$ cat src/rtl/mem_responder.sv
// mem_responder: byte-serial little-endian memory target; MEM_RESPONDER_ALIGN_CHECK_EN faults misaligned half/word.
// Latency: N+1 cycles from request sample to the one-cycle mem_ready pulse (1 cycle for reserved/faulted).
// Backpressure: one access at a time; a held request is not re-served until mem_req drops.
module mem_responder #(
  parameter int         M_WIDTH    = 32,
  parameter int         ADDR_BITS  = 8,
  parameter logic [1:0] MEM_ACC_8  = 2'b00,
  parameter logic [1:0] MEM_ACC_16 = 2'b01,
  parameter logic [1:0] MEM_ACC_32 = 2'b10
) (
  input  logic               clk,
  input  logic               rst_n,
  input  logic               mem_req,
  input  logic               mem_we,
  input  logic [M_WIDTH-1:0] mem_addr,
  input  logic [M_WIDTH-1:0] mem_wdata,
  input  logic [1:0]         mem_acc_width,
  output logic [M_WIDTH-1:0] mem_rdata,
  output logic               mem_ready,
  output logic               mem_fault
);

  typedef enum logic [1:0] {IDLE, BUSY, DONE, RELEASE} state_t;
  state_t state, state_nxt;

  logic [7:0]           mem_arr [0:(1<<ADDR_BITS)-1];
  logic [ADDR_BITS-1:0] addr_q;
  logic [ADDR_BITS-1:0] cur_addr;
  logic                 we_q;
  logic [M_WIDTH-1:0]   wdata_q;
  logic [2:0]           cnt_q;
  logic [2:0]           idx_q;
  logic [2:0]           n_req;
  logic [31:0]          acc_q;
  logic [31:0]          acc_nxt;
  logic                 misalign;
  logic                 fault_entry;
  logic                 last_byte;
  logic                 unused_addr_hi;

  assign unused_addr_hi = ^mem_addr[M_WIDTH-1:ADDR_BITS];

  always_comb begin
    n_req = 3'd0;
    case (mem_acc_width)
      MEM_ACC_8:  n_req = 3'd1;
      MEM_ACC_16: n_req = 3'd2;
      MEM_ACC_32: n_req = 3'd4;
      default:    n_req = 3'd0;
    endcase
  end

`ifdef MEM_RESPONDER_ALIGN_CHECK_EN
  assign misalign = ((mem_acc_width == MEM_ACC_16) && mem_addr[0]) ||
                    ((mem_acc_width == MEM_ACC_32) && (mem_addr[1:0] != 2'b00));
`else
  assign misalign = 1'b0;
`endif

  // Array address wraps naturally at the top through the ADDR_BITS-wide add.
  assign cur_addr  = addr_q + ADDR_BITS'(idx_q);
  assign last_byte = ((idx_q + 3'd1) == cnt_q);

  always_comb begin
    acc_nxt = acc_q;
    acc_nxt[{idx_q[1:0], 3'b000} +: 8] = mem_arr[cur_addr];
  end

  always_comb begin
    state_nxt   = state;
    fault_entry = 1'b0;
    case (state)
      IDLE: begin
        if (mem_req) begin
          if (misalign) begin
            state_nxt   = DONE;
            fault_entry = 1'b1;
          end else if (n_req == 3'd0) begin
            state_nxt = DONE;
          end else begin
            state_nxt = BUSY;
          end
        end
      end
      BUSY:    if (last_byte) state_nxt = DONE;
      DONE:    state_nxt = RELEASE;
      RELEASE: if (!mem_req) state_nxt = IDLE;
      default: state_nxt = IDLE;
    endcase
  end

  always_ff @(posedge clk) begin
    if (!rst_n) begin
      state     <= IDLE;
      mem_ready <= 1'b0;
      mem_rdata <= '0;
      mem_fault <= 1'b0;
      idx_q     <= '0;
      acc_q     <= '0;
    end else begin
      state     <= state_nxt;
      mem_ready <= (state_nxt == DONE);
      mem_fault <= fault_entry;
      case (state)
        IDLE: begin
          if (mem_req) begin
            addr_q  <= mem_addr[ADDR_BITS-1:0];
            we_q    <= mem_we;
            wdata_q <= mem_wdata;
            cnt_q   <= n_req;
            idx_q   <= '0;
            acc_q   <= '0;
            if (!misalign && (n_req == 3'd0)) mem_rdata <= '0;
          end
        end
        BUSY: begin
          idx_q   <= idx_q + 3'd1;
          wdata_q <= wdata_q >> 8;
          if (!we_q) begin
            acc_q <= acc_nxt;
            if (last_byte) mem_rdata <= M_WIDTH'(acc_nxt);
          end
        end
        default: ;
      endcase
    end
  end

  // Array is never reset; a reset edge suppresses the write in flight.
  always_ff @(posedge clk) begin
    if (rst_n && (state == BUSY) && we_q) mem_arr[cur_addr] <= wdata_q[7:0];
  end

endmodule

$ cat config.mk
export PLATFORM = sky130hd
export DESIGN_NAME = mem_responder
export DESIGN_NICKNAME = d
export VERILOG_FILES = /design/src/rtl/mem_responder.sv
export SDC_FILE = /design/constraint.sdc
export NUM_CORES = 2
export LEC_CHECK = 0
export ABC_CLOCK_PERIOD_IN_PS = 6550
export CORE_MARGIN = 2
export CORE_UTILIZATION = 35
export CTS_CLUSTER_SIZE = 16
export DETAILED_ROUTE_END_ITERATION = 8
export SYNTH_ARGS = -nofsm -noshare
export SYNTH_HDL_FRONTEND = slang
export SYNTH_SLANG_ARGS = --single-unit
$ cat constraint.sdc
create_clock -name clk -period 6.55 [get_ports clk]
set_input_delay 0.655 -clock clk [delete_from_list [all_inputs] [get_ports clk]]
set_output_delay 0.655 -clock clk [all_outputs]
set_load 0.1 [all_outputs]
==> impl_results.md <==
* Outcome: finished clean
* Vias per inst at 5.28
* Cell area after synthesis at 0.0837 mm²
* Antenna violations before repair at 3
* GRT Total Usage at 15.9%
* Die area at 0.243 mm²
* Area taken by multi-input logic gates at 0.0185 mm²
* Worst-margin pin slew at 1.32 ns
* Mapped Cells at just under 4000
* Worst endpoint required time at 7.29 ns
* R2R setup slack at around 0.96 ns
* Crit path to: acc_q[24]
* Crit Path Class: flop to flop
* Post-Syn Nets at roughly 4000
* DR pass1 iterations at 7
* Cell chain of the critical path: ha_4 -> fa_4 -> buf_12 -> mux4_2 -> mux2i_1 -> o22ai_1 -> or4_1 -> a22oi_1 -> o221ai_2 -> a22o_1
* H-tree levels at 4
* Core ar. at between 0.2 and 0.25 mm²
* Worst R2R End: acc_q[24]
* Crit path buffers/inverters at 1
* Hold Crit Depth at 1
* Effective utilization at floorplan at 35.2%
* Post-CTS Hold Buffers at 0
* Worst setup EP type: flop
* Vias at approximately 40000
* Clock Skew at 0.0294 ns
* Resized cells post-CTS at 0
* First-pass GRT wire length at about 290 mm
* Std cell rows at between 150 and 200
* Worst-Skew Late Latency at ~0.84 ns
* Tightest Hold Check Type: primary input to flop
* Max IR drop VDD at 0.000252 V
* Setup violators final at 0
* Dpl hpwl at 114 mm
* Power per cell area at 323 mW/mm²
* CP max stage cell: fa_4
* Normalized max-slew margin at 11.9%
* Leak at 0.0301 µW
* Clock Pin Slew Worst Setup and Hold Paths at 0.07 ns
* Initial DRC count at 4230
* Vias in the first global route at 41100
* CTS tree: done
* Post-route ant nets at 0
* Die width at 493 µm
* CP arrival at 6.32 ns
* ANT cells at 0
* Grt ovf at 0
* R2R depth at 10
* Layout Nets at 4299
* CP max FO at 57
* Fin crit share at 85.3%
* Pins Over Slew Limit at 0
* Cts bufs inserted at 219
* Highest cell delay on the worst timing path at between 1 and 1.5 ns
* Clk root buf: clkbuf_16
* Period minus WS final at 5.59 ns
* Area of placed instances at roughly 0.089 mm²
* Io pins at 104
* Share of cells above drive strength 1 at around 23%
* Cell area after layout at 0.0959 mm²
* RR Startpoint: idx_q[0]
* Fmax at ~180 MHz
* Largest net degree at the start of global routing at 252
* Layout area overhead at 14.6%
* Post-route DRC at 0
* Synth Flop Type: edfxtp_1
* RSZ-0062 raised after global routing: no
* Yosys warnings at 0
* CP delay by family, top: compound AO/OA/AOI/OAI gates
* Synthesized area per cell at roughly 21 µm²
* Commonest non-fill, non-tap cell in the layout: edfxtp_1
* Post-synth cell types at 44
* Storage cell area at 0.0642 mm²
* Port bufs at 78
* Chip height at roughly 490 µm
* Routed length per instance at 25.8 µm
* Max-cap violations at 0
* Final-report hold violation count at 0
* CTS Sinks at 2162
* Setup TNS at 0 ns
* Worst setup startpoint: idx_q[0]
* Most frequent cells in the layout: edfxtp_1, mux4_2, nor2_1
* Register area share after synthesis at 76.8%
* Drt total wl at roughly 200 mm
* Setup bufs post-CTS at 0
* Number of flops mapped to enable cells by yosys at between 2000 and 2500
* Worst path depth at 10
* Async set-reset flop share out of synthesis at 0%
* Gpl congestion at 0.780
* Filler cells at approximately 21000
* CP startpoint kind: flop
* CTS Buffer Depth at 3
* Synth Register Bits at approximately 2200
==> report_power, final <==
| group | internal, µW | leakage (µW) | total [µW] | switching [µW] |
|---|---|---|---|---|
| logic | 1530 | 0.00745 | 3740 | 2210 |
| clock network | 6490 | 0.00330 | 11800 | 5260 |
| registers | 15400 | 0.0194 | 15500 | 22.4 |
| total | 23500 | 0.0301 | 31000 | 7490 |
==> worst min path at each step <==
stage          startpoint        end  slack (ns)
6_report           mem_we       we_q        0.41
5_1_grt            mem_we       we_q        0.37
4_1_cts            mem_we       we_q        0.35
3_5_place_dp    acc_q[22]  acc_q[22]        0.45
3_3_place_gp     acc_q[6]   acc_q[6]        0.45
2_1_floorplan    acc_q[0]   acc_q[0]        0.43
==> sequential cells by signal (all words and copies together), names as in the netlist <==
signal	count
acc_q	32
addr_q	8
cnt_q	3
idx_q	3
mem_arr	2048
mem_rdata	32
mem_ready	1
state	2
wdata_q	32
we_q	1
==> cells in the mapped netlist, drive strengths merged, types with 3 or more instances <==
master | n | area, µm²
inv | 6 | 22.5
edfxtp | 2092 | 62800
nor3 | 5 | 25.0
nand2 | 114 | 428
buf | 101 | 509
nand2b | 6 | 37.5
and2 | 10 | 62.6
o221ai | 8 | 120
mux2i | 256 | 2560
o2bb2ai | 32 | 280
dfxtp | 70 | 1400
a22oi | 10 | 75.1
mux4 | 512 | 11500
xor2 | 3 | 26.3
a21oi | 44 | 220
xnor2 | 9 | 86.3
or4 | 16 | 120
clkbuf | 126 | 473
a22o | 32 | 280
o21ai | 3 | 15.0
and3 | 32 | 200
nor2b | 9 | 56.3
nor3b | 3 | 22.5
nor4 | 16 | 100
ha | 8 | 100
or3 | 3 | 18.8
nand3 | 6 | 30.0
nor2 | 296 | 1110
o22ai | 128 | 801
==> cells by family (layout without fill, tap and decap cells) <==
logic type | Yosys count | in the layout | synth area share, %
DFF | 2162 | 2162 | 76.8
muxes | 769 | 769 | 16.9
and+or+nand+nor | 521 | 521 | 2.69
AOI/OAI and AO/OA | 263 | 263 | 2.20
buffers and inverters | 233 | 672 | 1.20
xor gates and xnor gates | 12 | 12 | 0.135
adders and majority gates | 9 | 9 | 0.144
other | 1 | 1 | 0.00448
==> stage by stage <==
stage / setup slack [ns] / instances / total power, µW / hold slack (ns) / utilization [%]
final: 0.965 / 7576 / 31000 / 0.408 / 40.3
after global routing: 0.897 / 7576 / 32000 / 0.372 / 40.3
after CTS: 0.981 / 7576 / 31300 / 0.346 / 40.3
after detailed placement: 1.03 / 7166 / 19600 / 0.451 / 37.5
after global placement: 1.08 / 7166 / 19500 / 0.449 / 37.5
after floorplan: 2.50 / 3970 / 18300 / 0.434 / -
==> cell type report <==
| type | instances | area share (%) |
|---|---|---|
| inverter | 6 | 0.0235 |
| clock buffer | 278 | 5.98 |
| sequential | 2162 | 67.0 |
| clock inverter | 132 | 1.07 |
| tap | 3167 | 4.13 |
| multi-input combinational | 1575 | 19.3 |
| timing repair buffer | 256 | 2.52 |
==> metal layers <==
| layer | share of wire, % | wire length [µm] | global-route usage, % |
|---|---|---|---|
| met4 | 2.6 | 5130 | 4.58 |
| met1 | 42 | 82500 | 22.1 |
| met2 | 48 | 94700 | 25.6 |
| met5 | 0 | 0 | 0 |
| met3 | 6.8 | 13400 | 2.94 |
Power figures use the tool's default switching activity.
